$ cat config.mk
export PLATFORM = sky130hd
export DESIGN_NAME = pc_fetch_stage
export DESIGN_NICKNAME = d
export VERILOG_FILES = /design/src/rtl/fetch_pkg.sv /design/src/rtl/ifid_reg.sv /design/src/rtl/pc_fetch_stage.sv
export SDC_FILE = /design/constraint.sdc
export NUM_CORES = 1
export LEC_CHECK = 0
export CORE_MARGIN = 5
export CORE_UTILIZATION = 45
export CTS_CLUSTER_DIAMETER = 200
export CTS_CLUSTER_SIZE = 20
export DETAILED_ROUTE_END_ITERATION = 16
export PLACE_DENSITY = 0.72
export SETUP_SLACK_MARGIN = 0.3
export SLEW_MARGIN = 25
export SYNTH_ARGS = -nofsm -noshare
export SYNTH_HDL_FRONTEND = slang
export SYNTH_SLANG_ARGS = --single-unit
$ cat constraint.sdc
create_clock -name clk -period 2.5 [get_ports clk]
set_input_delay 0.5 -clock clk [delete_from_list [all_inputs] [get_ports clk]]
set_output_delay 0.5 -clock clk [all_outputs]
set_load 0.01 [all_outputs]
$ cat src/rtl/fetch_pkg.sv
// rtl/fetch_pkg.sv - shared types and constants for the PC/instruction-fetch stage
package fetch_pkg;

    localparam logic [63:0] RESET_PC_DEF  = 64'h0;
    localparam int          INSTR_W_DEF   = 32;
    localparam logic [31:0] NOP_INSTR_DEF = 32'hD503201F;

    typedef enum logic [1:0] {
        ST_IDLE = 2'd0,
        ST_REQ  = 2'd1,
        ST_HOLD = 2'd2,
        ST_KILL = 2'd3
    } fetch_state_e;

    typedef struct packed {
        logic [63:0]            pc;
        logic [INSTR_W_DEF-1:0] instr;
        logic                   valid;
    } ifid_t;

endpackage

$ cat src/rtl/ifid_reg.sv
// rtl/ifid_reg.sv - IF/ID pipeline register with load, bubble and flush controls
module ifid_reg
    import fetch_pkg::*;
#(
    parameter int                 INSTR_W   = INSTR_W_DEF,
    parameter logic [INSTR_W-1:0] NOP_INSTR = NOP_INSTR_DEF
) (
    input  logic               clk,
    input  logic               rst_n,
    input  logic               load_i,
    input  logic               flush_i,
    input  logic               bubble_i,
    input  logic [63:0]        pc_i,
    input  logic [INSTR_W-1:0] instr_i,
    output logic [63:0]        pc_o,
    output logic [INSTR_W-1:0] instr_o,
    output logic               valid_o
);

    logic [63:0]        pc_q, pc_d;
    logic [INSTR_W-1:0] instr_q, instr_d;
    logic               valid_q, valid_d;

    // Flush beats load beats bubble; with none asserted the register holds.
    always_comb begin
        pc_d    = pc_q;
        instr_d = instr_q;
        valid_d = valid_q;
        if (flush_i) begin
            instr_d = NOP_INSTR;
            valid_d = 1'b0;
        end else if (load_i) begin
            pc_d    = pc_i;
            instr_d = instr_i;
            valid_d = 1'b1;
        end else if (bubble_i) begin
            valid_d = 1'b0;
        end
    end

    always_ff @(posedge clk or negedge rst_n) begin
        if (!rst_n) begin
            pc_q    <= 64'h0;
            instr_q <= NOP_INSTR;
            valid_q <= 1'b0;
        end else begin
            pc_q    <= pc_d;
            instr_q <= instr_d;
            valid_q <= valid_d;
        end
    end

    assign pc_o    = pc_q;
    assign instr_o = instr_q;
    assign valid_o = valid_q;

endmodule

$ cat src/rtl/pc_fetch_stage.sv
// rtl/pc_fetch_stage.sv - PC register, IMEM fetch FSM, skid buffer and redirect; perf counters under FETCH_PERF_CNT_EN
module pc_fetch_stage
    import fetch_pkg::*;
#(
    parameter logic [63:0]        RESET_PC  = RESET_PC_DEF,
    parameter int                 INSTR_W   = INSTR_W_DEF,
    parameter logic [INSTR_W-1:0] NOP_INSTR = NOP_INSTR_DEF
) (
    input  logic               clk,
    input  logic               rst_n,
    output logic [63:0]        pc_o,
    input  logic [63:0]        pc_plus1_i,
    input  logic               br_taken_i,
    input  logic [63:0]        br_target_i,
    input  logic               stall_i,
    output logic               imem_req_o,
    output logic [63:0]        imem_addr_o,
    input  logic               imem_rdy_i,
    input  logic [INSTR_W-1:0] imem_data_i,
    output logic [63:0]        ifid_pc_o,
    output logic [INSTR_W-1:0] ifid_instr_o,
    output logic               ifid_valid_o
`ifdef FETCH_PERF_CNT_EN
    ,
    output logic [31:0]        fetch_cnt_o,
    output logic [31:0]        stall_cnt_o
`endif
);

    fetch_state_e       state_q, state_d;
    logic [63:0]        pc_q, pc_d;
    logic [63:0]        skid_pc_q, skid_pc_d;
    logic [INSTR_W-1:0] skid_instr_q, skid_instr_d;
    logic [63:0]        pend_tgt_q, pend_tgt_d;

    logic               done;
    logic               ld, flush, bubble;
    logic [63:0]        ld_pc;
    logic [INSTR_W-1:0] ld_instr;

    assign imem_req_o  = (state_q == ST_REQ) || (state_q == ST_KILL);
    assign imem_addr_o = pc_q;
    assign pc_o        = pc_q;
    assign done        = imem_req_o && imem_rdy_i;

    // The skid buffer is full exactly while in HOLD, so it needs no valid bit.
    always_comb begin
        state_d      = state_q;
        pc_d         = pc_q;
        skid_pc_d    = skid_pc_q;
        skid_instr_d = skid_instr_q;
        pend_tgt_d   = pend_tgt_q;
        ld           = 1'b0;
        flush        = 1'b0;
        bubble       = 1'b0;
        ld_pc        = pc_q;
        ld_instr     = imem_data_i;
        unique case (state_q)
            ST_IDLE: begin
                state_d = ST_REQ;
                if (br_taken_i) begin
                    flush = 1'b1;
                    pc_d  = br_target_i;
                end
            end
            ST_REQ: begin
                if (br_taken_i) begin
                    flush = 1'b1;
                    if (done) begin
                        pc_d = br_target_i;
                    end else begin
                        pend_tgt_d = br_target_i;
                        state_d    = ST_KILL;
                    end
                end else if (done) begin
                    pc_d = pc_plus1_i;
                    if (stall_i) begin
                        skid_pc_d    = pc_q;
                        skid_instr_d = imem_data_i;
                        state_d      = ST_HOLD;
                    end else begin
                        ld = 1'b1;
                    end
                end else if (!stall_i) begin
                    bubble = 1'b1;
                end
            end
            ST_HOLD: begin
                if (br_taken_i) begin
                    flush   = 1'b1;
                    pc_d    = br_target_i;
                    state_d = ST_REQ;
                end else if (!stall_i) begin
                    ld       = 1'b1;
                    ld_pc    = skid_pc_q;
                    ld_instr = skid_instr_q;
                    state_d  = ST_REQ;
                end
            end
            ST_KILL: begin
                // A redirect arriving on the completing cycle is the newest target.
                if (br_taken_i) begin
                    flush      = 1'b1;
                    pend_tgt_d = br_target_i;
                end
                if (done) begin
                    pc_d    = br_taken_i ? br_target_i : pend_tgt_q;
                    state_d = ST_REQ;
                end
            end
            default: state_d = ST_IDLE;
        endcase
    end

    always_ff @(posedge clk or negedge rst_n) begin
        if (!rst_n) begin
            state_q      <= ST_IDLE;
            pc_q         <= RESET_PC;
            skid_pc_q    <= 64'h0;
            skid_instr_q <= NOP_INSTR;
            pend_tgt_q   <= 64'h0;
        end else begin
            state_q      <= state_d;
            pc_q         <= pc_d;
            skid_pc_q    <= skid_pc_d;
            skid_instr_q <= skid_instr_d;
            pend_tgt_q   <= pend_tgt_d;
        end
    end

    ifid_reg #(
        .INSTR_W   (INSTR_W),
        .NOP_INSTR (NOP_INSTR)
    ) u_ifid (
        .clk      (clk),
        .rst_n    (rst_n),
        .load_i   (ld),
        .flush_i  (flush),
        .bubble_i (bubble),
        .pc_i     (ld_pc),
        .instr_i  (ld_instr),
        .pc_o     (ifid_pc_o),
        .instr_o  (ifid_instr_o),
        .valid_o  (ifid_valid_o)
    );

`ifdef FETCH_PERF_CNT_EN
    logic [31:0] fetch_cnt_q, fetch_cnt_d;
    logic [31:0] stall_cnt_q, stall_cnt_d;

    always_comb begin
        fetch_cnt_d = fetch_cnt_q;
        stall_cnt_d = stall_cnt_q;
        if (ld && !flush && (fetch_cnt_q != 32'hFFFF_FFFF)) begin
            fetch_cnt_d = fetch_cnt_q + 32'd1;
        end
        if (stall_i && (stall_cnt_q != 32'hFFFF_FFFF)) begin
            stall_cnt_d = stall_cnt_q + 32'd1;
        end
    end

    always_ff @(posedge clk or negedge rst_n) begin
        if (!rst_n) begin
            fetch_cnt_q <= 32'h0;
            stall_cnt_q <= 32'h0;
        end else begin
            fetch_cnt_q <= fetch_cnt_d;
            stall_cnt_q <= stall_cnt_d;
        end
    end

    assign fetch_cnt_o = fetch_cnt_q;
    assign stall_cnt_o = stall_cnt_q;
`endif

endmodule
# Word level (Yosys, flattened, before mapping)
# Cells that the tools add are included.
# Widths: inputs -> output; s select.
# op_classes
n_reduce_logical,13
n_mux,39
n_eq_ne,12
bitwise,2
# ops
operator,count
$mux 64,11
$pmux 64 s3,1
$mux 32,5
$pmux 64 s2,1
$mux 2,7
$mux 1,12
$ne 3x3->1 const B,4
$reduce_and 3->1,3
$ne 2x2->1 const B,4
$pmux 2 s4,1
$reduce_and 5->1,1
$eq 2x2->1 const B,2
$reduce_bool 2->1,2
$reduce_or 4->1,1
$reduce_bool 3->1,1
$eq 2x1->1 const B,1
$logic_not 2->1,1
$ne 2x1->1 const B,1
$not 1->1,2
$pmux 1 s2,1
$reduce_and 2->1,1
$reduce_or 2->1,1
$logic_and 1x1->1,1
$logic_or 1x1->1,1
# word_totals
out_inout_bits,226
input_bits,165
ff_bits,323

# Depth between registers and ports, before layout
# logic_depth
word_depth,9
depth_mapped,9
ltp_nobuf,5

# By module
# From an unflattened synthesis, not the netlist that was laid out.
# hier_totals
hier_cells,1362
area_unflattened_um2,17092.6
# by_module_without_submodules
mod,area_each_um2,cells_per_inst,instances,seq_area_each_um2
pc_fetch_stage,13037.5,1117,1,5671.7
ifid_reg,4055.1,245,1,2443.6

# Worst setup path before layout
# No wires, ideal clock.
# synth_path
kind,flip-flop to flip-flop
start,register state_q[0]
end,register u_ifid.instr_q[15] (netlist: u_ifid.instr_o[15])
path_buffers,3
stages_incl_launch_ff,9
slack_ns,0.559
setup_time_ns,0.125
period_less_slack_ns,1.941
arrival_ns,1.816
cell_sequence,dfrtp_1 > inv_1 > ha_1 > or3b_4 > or2_1 > buf_6 > buf_6 > buf_6 > mux2i_1
# synth_between
elab_chain_len,7
elab_cells_between_ends,12
# synth_lines
element,line_no,text
from (decl),pc_fetch_stage.sv:30,"fetch_state_e state_q, state_d;"
from (signal assigned),pc_fetch_stage.sv:123,state_q <= state_d;
$eq 2x1->1 or $eq 2x2->1 (tied branches),"pc_fetch_stage.sv:41, pc_fetch_stage.sv:58",
$logic_or 1x1->1,pc_fetch_stage.sv:41,assign imem_req_o = (state_q == ST_REQ) || (state_q == ST_KILL);
$logic_and 1x1->1,pc_fetch_stage.sv:44,assign done = imem_req_o && imem_rdy_i;
$mux 1,pc_fetch_stage.sv:75,end else if (done) begin
$mux 1,pc_fetch_stage.sv:67,if (br_taken_i) begin
$pmux 1 s2,pc_fetch_stage.sv:58,unique case (state_q)
$reduce_bool 2->1 (no source line),n/a,
to (signal assigned),ifid_reg.sv:48,instr_q <= instr_d;
to (decl),ifid_reg.sv:21,"logic [INSTR_W-1:0] instr_q, instr_d;"
# Several ways; a longest one is shown, not always the timed one. The select of a mux whose other input is x is not followed.
# A chain may end at the register's enable or synchronous reset.

# Worst setup path after layout
# layout_path
start,register state_q[0]
end,output imem_req_o
# layout_between
elab_chain_len,2
elab_cells_between_ends,3
# layout_lines
element,line_no,text
$eq 2x1->1 or $eq 2x2->1 (tied branches),pc_fetch_stage.sv:41,
$logic_or 1x1->1 *,pc_fetch_stage.sv:41,
to (decl),pc_fetch_stage.sv:16,"output logic imem_req_o,"
# Mark *: on every way between the ends. The rest lies on a longest branch, timed or not.

==> metrics <==
utilization after layout 59.11%; setup TNS 0 ps; MaxCap Viol Count 0; Worst EP arrival around 1600 ps; global-route wire length before repair between 70,000 and 80,000 microns; die height between 200 and 250 microns; FP Rows about 70; reg2reg setup slack 410 ps; Hold Crit Class input pin to asynchronous set/reset pin; most frequent cells in the layout clkdlybuf4s50_1 (387), dfrtp_1 (294), mux2_2 (224); grt ovf 0; yosys warns 0; clock root buffer clkbuf_16; CTS tree built; placer congestion estimate 0.7952; post-route ant nets 0; Mapped Nets about 1,500; nets 1,758; DR pass1 iterations 5; largest net degree at the start of global routing 99; worst-margin pin slew just over 700 ps; Leak between 8 and 9 nW; sequential area share after synthesis 49.79%; commonest non-fill, non-tap cell in the layout clkdlybuf4s50_1; predominant post-synthesis flop cell dfrtp_1; vias in the first global route 12,520; RSZ-0062 raised after global routing false; minimum clock period 2133 ps; Max-slew headroom 52.11%; DR vias 12,060; CTS buffer count 20; count of final max-slew check failures 0; Syn Inst Count 1,310; Die X-Extent 200.3 microns; mean routed wirelength per cell 22.60 microns; initial core utilization 45.71%; CP bufs+invs 1; Worst EP required approximately 2000 ps; Post-synth EDFFs 0; Core Area 35,660 sq um; Crit Path Class register to output port; Area Overhead vs Synth 29.30%; Crit. path cell count 3; flops & latches, synth 323; Clock transition at path regs around 100 ps; syn_area_per_cell 12.44 sq um; initial antenna violation count 4; CP peak stage delay 470 ps; Power Density 1159 nW/um^2; FF-to-FF path depth 8; ratio of cells with drive above 1 in the final layout 21.58%; kind of cell adding the most delay to the critical path flip-flops; Crit. End Element output port; dpl hpwl approximately 32,000 microns; total track usage 22.29%; DRC errors left 0; die area 40,130 sq um; Max Clock Freq 0.4688 GHz; top-level port count 391; crit path max fanout 5; DR iter-0 viols 784; Final period util 85.32%; hold slack 454.2 ps; Hold Vio Cnt, Final 0; DR vias/cell 5.833; H-tree levels 1; Sink Count 323; Async SR Flop Fraction 100.0%; Worst-Skew Late Latency approximately 520 ps; Final Setup Violations 0; status complete, no violations; slowest stage cell on the critical path dfrtp_2; Max Root-Sink Buffers 3; Mapped Area around 16,000 sq um; Netlist cell types 32; cells along the critical path ha_4, or2_4, buf_4; skew final 25.83 ps; detailed-route wire length 46,740 microns; Worst VDD drop about 670 uV; PortBufs between 300 and 400; Critical Path Start Type register
-- sequential cells by signal (all words and copies together), names as in the netlist --
register        count
imem_addr_o        64
pend_tgt_q         64
skid_instr_q       32
skid_pc_q          64
state_q             2
u_ifid.instr_o     32
u_ifid.pc_o        64
u_ifid.valid_o      1
-- synthesized netlist by cell type, types with 9 or more instances --
cell | count | share of area (%)
o211ai_1 | 13 | 0.60
a211oi_1 | 65 | 3.0
buf_2 | 27 | 0.83
o21ai_0 | 116 | 3.6
clkbuf_1 | 76 | 1.8
o21ai_1 | 26 | 0.80
buf_4 | 72 | 3.3
mux2i_1 | 179 | 11
dfstp_2 | 26 | 4.2
mux2_2 | 224 | 15
nand2_1 | 21 | 0.48
buf_6 | 9 | 0.62
dfrtp_1 | 297 | 46
a221o_1 | 64 | 3.9
a22o_1 | 64 | 3.4
-- power by group --
part	internal [W]	leakage, nW	switching (W)	total (W)
Combinational	0.00650	4.69	0.00514	0.0116
Sequential	0.00766	3.94	0.00173	0.00939
Clock	0.00160	0.285	0.00180	0.00340
Total	0.0158	8.91	0.00867	0.0244
-- cell type report --
| class | count | area, sq um |
|---|---|---|
| Clock buffer | 35 | 578.1 |
| Antenna cell | 4 | 10.01 |
| Multi-Input combinational cell | 797 | 7194 |
| Timing Repair Buffer | 443 | 4562 |
| Fill cell | 2928 | 14580 |
| Inverter | 4 | 15.01 |
| Tap cell | 461 | 576.8 |
| Sequential cell | 323 | 8119 |
| Clock inverter | 1 | 20.02 |
-- kinds of logic (layout without fill, tap and decap cells) --
logic type / count (synthesis) / count (layout) / share of synthesized area, %
multiplexers: 403 / 403 / 26.47
AO/OA/AOI/OAI: 354 / 354 / 15.64
flip-flops: 323 / 323 / 49.79
buffers and inverters: 190 / 483 / 6.655
AND/OR/NAND/NOR: 36 / 36 / 1.136
adder cells (fa/ha/maj): 4 / 4 / 0.3071
other: 0 / 4 / 0
-- metrics by stage --
| step | area [sq um] | cells | power [W] | setup slack (ps) |
|---|---|---|---|---|
| final | 21080 | 2068 | 0.02443 | 367.1 |
| after global routing | 21080 | 2068 | 0.02591 | 299.6 |
| after CTS | 21030 | 2060 | 0.02461 | 271.3 |
| after detailed placement | 20380 | 2022 | 0.02115 | 190.0 |
| after global placement | 20380 | 2022 | 0.02074 | 246.8 |
| after floorplan | 16300 | 1310 | 0.01605 | 559.2 |
-- layer usage --
metal,vias up,global-route usage [%],wire length (microns)
li1,5427,-,-
met1,6245,30.86,20570
met2,342,37.10,22940
met3,48,3.784,2407
met4,0,5.088,814
met5,-,0,0
-- timing repair --
item                       4_1_cts  5_1_grt
buffers inserted                 0        4
hold buffers                     1        0
gates cloned                     1        0
gates resized for setup          8        5
setup endpoints to repair       83       53
hold endpoints to repair        28        0
-- worst paths after layout --
path	end	startpoint
setup / recovery	imem_req_o	state_q[0]
hold / removal	skid_pc_q[54]	rst_n
setup reg to reg	u_ifid.pc_o[45]	state_q[0]
hold reg to reg	skid_instr_q[29]	skid_instr_q[29]
max in group asynchronous	imem_addr_o[63]	rst_n
min in group clk	state_q[0]	br_taken_i
(Power assumes the default switching activity.)
